`src/rtl/seg7_pkg.sv`:
```
// Shared constants and types for the 4-digit common-anode 7-segment scanner.
// Segment vectors are ordered {a,b,c,d,e,f,g}; every output is active-low.
package seg7_pkg;

  localparam logic [6:0] SEG_BLANK = 7'h7F;
  localparam logic [3:0] AN_OFF    = 4'hF;

  localparam logic [6:0] SEG_0 = 7'b0000001;
  localparam logic [6:0] SEG_1 = 7'b1001111;
  localparam logic [6:0] SEG_2 = 7'b0010010;
  localparam logic [6:0] SEG_3 = 7'b0000110;
  localparam logic [6:0] SEG_4 = 7'b1001100;
  localparam logic [6:0] SEG_5 = 7'b0100100;
  localparam logic [6:0] SEG_6 = 7'b0100000;
  localparam logic [6:0] SEG_7 = 7'b0001111;
  localparam logic [6:0] SEG_8 = 7'b0000000;
  localparam logic [6:0] SEG_9 = 7'b0000100;
  localparam logic [6:0] SEG_A = 7'b0001000;
  localparam logic [6:0] SEG_B = 7'b1100000;
  localparam logic [6:0] SEG_C = 7'b0110001;
  localparam logic [6:0] SEG_D = 7'b1000010;
  localparam logic [6:0] SEG_E = 7'b0110000;
  localparam logic [6:0] SEG_F = 7'b0111000;

  typedef logic [1:0] digit_idx_t;

  // One displayable frame: four hex nibbles plus their decimal points.
  typedef struct packed {
    logic [15:0] value;
    logic [3:0]  dp;
  } disp_word_t;

  // Active-low one-hot anode select for a digit.
  function automatic logic [3:0] an_select(input digit_idx_t idx);
    return ~(4'b0001 << idx);
  endfunction

endpackage

```
`src/rtl/seg7_hex_dec.sv`:
```
// Combinational hex nibble to active-low 7-segment pattern decoder.
module seg7_hex_dec
  import seg7_pkg::*;
(
  input  logic [3:0] hex_i,
  output logic [6:0] seg_o
);

  always_comb begin
    seg_o = SEG_BLANK;
    case (hex_i)
      4'h0: seg_o = SEG_0;
      4'h1: seg_o = SEG_1;
      4'h2: seg_o = SEG_2;
      4'h3: seg_o = SEG_3;
      4'h4: seg_o = SEG_4;
      4'h5: seg_o = SEG_5;
      4'h6: seg_o = SEG_6;
      4'h7: seg_o = SEG_7;
      4'h8: seg_o = SEG_8;
      4'h9: seg_o = SEG_9;
      4'hA: seg_o = SEG_A;
      4'hB: seg_o = SEG_B;
      4'hC: seg_o = SEG_C;
      4'hD: seg_o = SEG_D;
      4'hE: seg_o = SEG_E;
      4'hF: seg_o = SEG_F;
      default: seg_o = SEG_BLANK;
    endcase
  end

endmodule

```
`src/rtl/seg7_scan_ctrl.sv`:
```
// Time-multiplexed 4-digit scan controller with per-slot blanking gap and
// frame-aligned (tear-free) commit of newly loaded display values.
module seg7_scan_ctrl
  import seg7_pkg::*;
#(
  parameter int unsigned SCAN_DIV  = 50000,
  parameter int unsigned BLANK_CYC = 16
) (
  input  logic        clk,
  input  logic        rst_n,
  input  logic        load,
  input  logic [15:0] value,
  input  logic [3:0]  dp_en,
  input  logic [3:0]  digit_en,
  output logic [6:0]  seg,
  output logic        dp,
  output logic [3:0]  an,
  output logic        frame_done
);

  localparam int unsigned   CNT_W    = (SCAN_DIV > 1) ? $clog2(SCAN_DIV) : 1;
  localparam logic [CNT_W-1:0] CNT_LAST = CNT_W'(SCAN_DIV - 1);

  logic [CNT_W-1:0] cnt_q, cnt_d;
  digit_idx_t       idx_q, idx_d;
  disp_word_t       pending_q, pending_d;
  logic             pend_q, pend_d;
  disp_word_t       shadow_q, shadow_d;
  logic [3:0]       an_q, an_d;
  logic [6:0]       seg_q, seg_d;
  logic             dp_q, dp_d;
  logic             frame_done_q, frame_done_d;

  logic       slot_end;
  logic       frame_end;
  logic       in_blank;
  logic       show;
  logic [3:0] nibble;
  logic [6:0] seg_dec;
  disp_word_t load_word;

  if (BLANK_CYC == 0) begin : g_no_gap
    assign in_blank = 1'b0;
  end else begin : g_gap
    assign in_blank = (cnt_q < CNT_W'(BLANK_CYC));
  end

  assign load_word = '{value: value, dp: dp_en};
  assign nibble    = shadow_q.value[{idx_q, 2'b00} +: 4];

  seg7_hex_dec u_hex_dec (
    .hex_i (nibble),
    .seg_o (seg_dec)
  );

  always_comb begin
    slot_end  = (cnt_q == CNT_LAST);
    frame_end = slot_end && (idx_q == 2'd3);

    cnt_d = slot_end ? '0 : cnt_q + CNT_W'(1);
    idx_d = slot_end ? idx_q + 2'd1 : idx_q;

    pending_d = pending_q;
    pend_d    = pend_q;
    shadow_d  = shadow_q;
    if (load) begin
      pending_d = load_word;
    end
    // A load landing on the boundary bypasses the pending stage entirely.
    if (frame_end) begin
      pend_d = 1'b0;
      if (load) begin
        shadow_d = load_word;
      end else if (pend_q) begin
        shadow_d = pending_q;
      end
    end else if (load) begin
      pend_d = 1'b1;
    end

    show         = !in_blank && digit_en[idx_q];
    an_d         = show ? an_select(idx_q) : AN_OFF;
    seg_d        = show ? seg_dec : SEG_BLANK;
    dp_d         = show ? ~shadow_q.dp[idx_q] : 1'b1;
    frame_done_d = frame_end;
  end

  always_ff @(posedge clk or negedge rst_n) begin
    if (!rst_n) begin
      cnt_q        <= '0;
      idx_q        <= '0;
      pending_q    <= '0;
      pend_q       <= 1'b0;
      shadow_q     <= '0;
      an_q         <= AN_OFF;
      seg_q        <= SEG_BLANK;
      dp_q         <= 1'b1;
      frame_done_q <= 1'b0;
    end else begin
      cnt_q        <= cnt_d;
      idx_q        <= idx_d;
      pending_q    <= pending_d;
      pend_q       <= pend_d;
      shadow_q     <= shadow_d;
      an_q         <= an_d;
      seg_q        <= seg_d;
      dp_q         <= dp_d;
      frame_done_q <= frame_done_d;
    end
  end

  assign an         = an_q;
  assign seg        = seg_q;
  assign dp         = dp_q;
  assign frame_done = frame_done_q;

endmodule

```
`config.mk`:
```
export PLATFORM = sky130hd
export DESIGN_NAME = seg7_scan_ctrl
export DESIGN_NICKNAME = d
export VERILOG_FILES = /design/src/rtl/seg7_pkg.sv /design/src/rtl/seg7_hex_dec.sv /design/src/rtl/seg7_scan_ctrl.sv
export SDC_FILE = /design/constraint.sdc
export NUM_CORES = 1
export LEC_CHECK = 0
export ABC_CLOCK_PERIOD_IN_PS = 2700
export BUFFER_PORTS_ARGS = -buffer_cell sky130_fd_sc_hd__buf_2
export CAP_MARGIN = 10
export CORE_UTILIZATION = 25
export DETAILED_ROUTE_END_ITERATION = 6
export HOLD_SLACK_MARGIN = 0.15
export MAX_ROUTING_LAYER = met4
export PLACE_DENSITY = 0.37
export SLEW_MARGIN = 20
export SYNTH_ARGS = -nofsm -noshare
export SYNTH_HDL_FRONTEND = slang
export SYNTH_HIERARCHICAL = 1
export SYNTH_SLANG_ARGS = --single-unit
```
`constraint.sdc`:
```
create_clock -name clk -period 2.7 [get_ports clk]
set_input_delay 0.54 -clock clk [delete_from_list [all_inputs] [get_ports clk]]
set_output_delay 0.54 -clock clk [all_outputs]
set_load 0.02 [all_outputs]
```
### Word-level counts from Yosys, hierarchy flattened

Memory sizes are Yosys's and may differ from the RTL's.
Cells that the tools add are included.

* bits in registers: 72
* bits in latches: 0
* bits in writable memories: 0
* bits in read-only memories: 112
* bits of input ports: 27
* output and inout bits: 13
* logic and storage cells: 40
* memories kept: 1

* $add $sub $neg: 2
* multipliers: 0
* div/mod/pow operators: 0
* order comparisons: 2
* equality and inequality tests: 2
* shift operators: 2
* muxes and demuxes: 12
* bitwise gates (word level): 2
* reductions and logical operators: 6

Memory list
* (name not given): depth 16, bits a word 7, rd ports 1, clocked after Yosys merged registers in 0, write ports 0, line seg7_hex_dec.sv:11 `case (hex_i)`

Operators with widths (count)
* $mux W20: 2
* $add A16 B1 Y16 const B: 1
* $eq A16 B16 Y1 const B: 1
* $lt A16 B5 Y1 const B: 1
* $mux W16: 1
* $shiftx A16 B5 Y4: 1
* $mux W7: 1
* $mux W1: 5
* $bmux W1 S2: 2
* $mux W4: 1
* $not A4 Y4: 1
* $reduce_bool A2 Y1: 2
* $shl A1 B2 Y4 const A: 1
* $lt A2 B3 Y1 const B: 1
* $add A2 B1 Y2 const B: 1
* $eq A2 B2 Y1 const B: 1
* $logic_and A1 B1 Y1: 2
* $reduce_and A2 Y1: 1
* $logic_not A1 Y1: 1
* $not A1 Y1: 1

### Logic depth before layout (Yosys ltp)

* depth in word-level cells: 4
* gate-level depth with buffers: 8
* mapped depth without buffers: 7

### Cells and area by module

Netlist, hierarchy kept.

By module, submodules not included
* seg7_scan_ctrl: times used 1, cells an instance 202, area each 2966.6 um2, sequential area each 1816.7 um2
* seg7_hex_dec: times used 1, cells an instance 32, area each 274.0 um2, sequential area each 0.0 um2

### Worst setup path before layout

OpenSTA, ideal clock, no wires.

* path kind: flip-flop to flip-flop
* start point: reg idx_q[0]
* end point: reg seg_q[3] (netlist: seg[3])
* library setup time: 0.080 ns
* arrival: 2.035 ns
* slack: 0.585 ns
* cell stages (with the launch flop): 8
* clock period less this slack: 2.115 ns
* cell sequence: dfrtp_1 > buf_2 > mux4_2 > inv_1 > ha_1 > inv_1 > mux4_2 > nand2b_1

* elaborated cells between the ends (all ways): 6
* those cells by class: shift: 1; mux: 3; reduce/logical: 1; memory: 1

RTL lines
* start: declaration: line seg7_scan_ctrl.sv:25 `digit_idx_t idx_q, idx_d;`
* start signal: assignment: line seg7_scan_ctrl.sv:101 `idx_q <= idx_d;`
* $shiftx A16 B5 Y4: line seg7_scan_ctrl.sv:49 `assign nibble = shadow_q.value[{idx_q, 2'b00} +: 4];`
* via nibble[0]: line seg7_scan_ctrl.sv:38 `logic [3:0] nibble;`
* $mem_v2 Z16 W7
* via seg_dec[3]: line seg7_scan_ctrl.sv:39 `logic [6:0] seg_dec;`
* $mux W7: line seg7_scan_ctrl.sv:83 `seg_d = show ? seg_dec : SEG_BLANK;`
* via seg_d[3]: line seg7_scan_ctrl.sv:30 `logic [6:0] seg_q, seg_d;`
* end signal: assignment: line seg7_scan_ctrl.sv:106 `seg_q <= seg_d;`
* end: declaration: line seg7_scan_ctrl.sv:30

The timed path passes the listed nets, and every way through them passes these cells. The select of a mux whose other input is x is not followed.
A chain may end at the register's enable or synchronous reset.

### Final worst setup path

Same ends and word-level chain as after synthesis.

==> flow_summary.toml <==
[setup_path]
cp_max_fo = 7
worst_setup_path_end_kind = "flip-flop"
worstPathCellList = "mux4_2 > inv_1 > ha_1 > inv_1 > mux4_2 > nand2b_1"
cp_top_family = "multiplexers"
crit_buf_inv = 2
cpPeakStageDelay_ns = 0.63
critPathArrivalTime_ns = 2.35
slowest_stage = "mux4_2"
start_kind = "flip-flop"
required_ns = 2.94
path_class = "reg2reg"

[synthesis]
synth-edff-count = 0
synth_top_cells_by_count = "dfrtp_1 (60), mux2_2 (41)"
ys_warn_count = 6
syn_area_per_cell_um2 = 13.8
synth_cell_types = 36
synth.ff_latch_count = 72
synth_seq_area_share = 0.561
synth_top_cell_area_share = 0.463
synth_area_mm2 = 0.00324
synth_nets = 273
synth.most_common_cell = "dfrtp_1"
synth-main-ff-cell = "dfrtp_1"
synth_top_cell_by_area = "dfrtp_1"
yosys-top-cells-area = "dfrtp_1 (46%), mux2_2 (14%), dfstp_2 (9.7%)"
synth_cells = 234
async_flop_share = 1.00

[timing]
worst_pin_slew_ns = 0.506
finClkSkew_ns = 0.00562
finalSetupViolCount = 0
fmax_mhz = 474
layout_setup_ws_ns = 0.591
relSlewSlack = 0.663
setup_tns_ns = 0
slew_violations = 0
min_period_ns = 2.11
timing.final.hold_violations = 0
rsz0062_at_grt = "no"
post-route-period-util = 0.781

[floorplan]
die_w_um = 116
row_count = 41
io_pins = 40
dieArea_mm2 = 0.0134
initial_core_util = 0.257
coreArea_mm2 = 0.0126
die_height_um = 116

[detailed_routing]
antenna_left = 0
drc = 0
postRouteWirelength_um = 6640
drt_pass1_iterations = 4
dr_total_vias = 1914
wl_per_cell_um = 14.5
drt_iter0_markers = 70
vias_per_cell = 4.19

[place]
place.gp.congestion = 0.726
place_ws_ns = 0.576
dpl.hpwl_um = 4560
numPortBuffers = 39
placed_area_mm2 = 0.00365
dp.cells = 441

[layout]
antenna_cells = 0
finalInstanceArea_mm2 = 0.00396
final_cell_count_no_fill = 457
multiInputGateArea_mm2 = 0.00133
fillers = 1304
finalNetCount = 319
drive_gt1_frac = 0.435
seqCellArea_mm2 = 0.00182
area_growth_syn_to_layout_pct = 22.2

[clocking]
cts_resized = 0
postCtsSetupRepairBufs = 0
worstSkewPairLatency_ns = 0.33
numCtsBuffers = 9
clockRootBuffer = "clkbuf_16"
htree_levels = 3
clk_pin_slew_ns = 0.06
cts_hold_buf = 0
clock_sinks = 72
cts_tree = "done"
cts_buffer_depth = 2

[global_routing]
antenna_found_initial = 0
grt_max_degree = 28
gr-total-overflow = 0
track_usage = 0.118
grt_pass1_wl_um = 11400
grt_pass1_vias = 2077

[flow_run]
maxCapViolCount = 0

[power_and_ir_drop]
ir_worst_vdd_mv = 0.251
leakage_nw = 1.77
power.density_mw_per_mm2 = 624

[worst_hold_path]
hp-class = "in2async"

[run_status]
outcome = "finished clean"
[layout make-up]
class / count / share of cell area
Sequential cell: 72 / 0.459
Clock inverter: 2 / 0.00948
Inverter: 6 / 0.00569
Timing Repair Buffer: 46 / 0.0657
Tap cell: 172 / 0.0544
Clock buffer: 14 / 0.0692
Multi-Input combinational cell: 145 / 0.337
[sequential cells by signal, summed over array words and instances, names as in the netlist]
name,count
an,4
cnt_q,16
dp,1
frame_done,1
idx_q,2
pend_q,1
pending_q,20
seg,7
shadow_q,20
[through the flow]
| step | util | hold slack, ns | power [mW] |
|---|---|---|---|
| 2_1_floorplan | - | 0.244 | 1.20 |
| 3_3_place_gp | 0.289 | 0.472 | 1.26 |
| 3_5_place_dp | 0.289 | 0.476 | 1.26 |
| 4_1_cts | 0.314 | 0.188 | 2.52 |
| 5_1_grt | 0.314 | 0.210 | 2.58 |
| 6_report | 0.314 | 0.178 | 2.47 |
[cells in the final DEF (no fill, tap or decap), types with 5 or more instances in the layout]
| cell type | count |
|---|---|
| xnor2_1 | 8 |
| dfstp_2 | 12 |
| inv_1 | 6 |
| clkbuf_16 | 9 |
| mux2i_1 | 5 |
| buf_4 | 6 |
| nand2_1 | 12 |
| buf_2 | 39 |
| ha_1 | 12 |
| nor2_1 | 12 |
| and4_1 | 7 |
| dfrtp_1 | 60 |
| xor2_1 | 5 |
| mux2_2 | 41 |
| nand2b_1 | 8 |
| mux4_2 | 7 |
[cell families (layout without fill, tap and decap cells)]
group | after synthesis | after routing | share of synthesized area
XOR/XNOR | 13 | 13 | 0.0351
AO/OA/AOI/OAI | 10 | 10 | 0.0232
buffers and inverters | 17 | 68 | 0.0282
multiplexers | 53 | 53 | 0.207
AND/OR/NAND/NOR | 57 | 57 | 0.100
flip-flops | 72 | 72 | 0.561
adder cells (fa/ha/maj) | 12 | 12 | 0.0463
[metal layers]
metal | GRT usage | vias to the layer above | routed length, µm
li1 | - | 912 | -
met3 | 0.0183 | 11 | 222
met5 | - | - | 0
met2 | 0.164 | 35 | 2780
met1 | 0.164 | 956 | 3480
met4 | 0.0667 | 0 | 154
[worst paths after layout]
check,from,end,slack [ns],depth (start not counted)
worst max-delay path,idx_q[0]$_DFFE_PN0N_,seg[3]$_DFF_PN1_,0.59,6
worst min-delay path,rst_n,frame_done$_DFF_PN0_,0.18,1
worst max register to register,idx_q[0]$_DFFE_PN0N_,seg[3]$_DFF_PN1_,0.59,6
worst min register to register,pend_q$_DFFE_PN0P_,pend_q$_DFFE_PN0P_,0.49,2
max in group asynchronous,rst_n,seg[5]$_DFF_PN1_,1.76,2
min in group clk,value[0],pending_q[4]$_DFFE_PN0P_,0.46,2
[where the power goes]
group          internal (mW)  total (mW)  leakage (nW)  switching, mW
clock network          0.792        1.23         0.149          0.439
registers               1.12        1.13         0.899        0.00848
logic                 0.0495       0.112         0.725         0.0622
(Power assumes the default switching activity.)
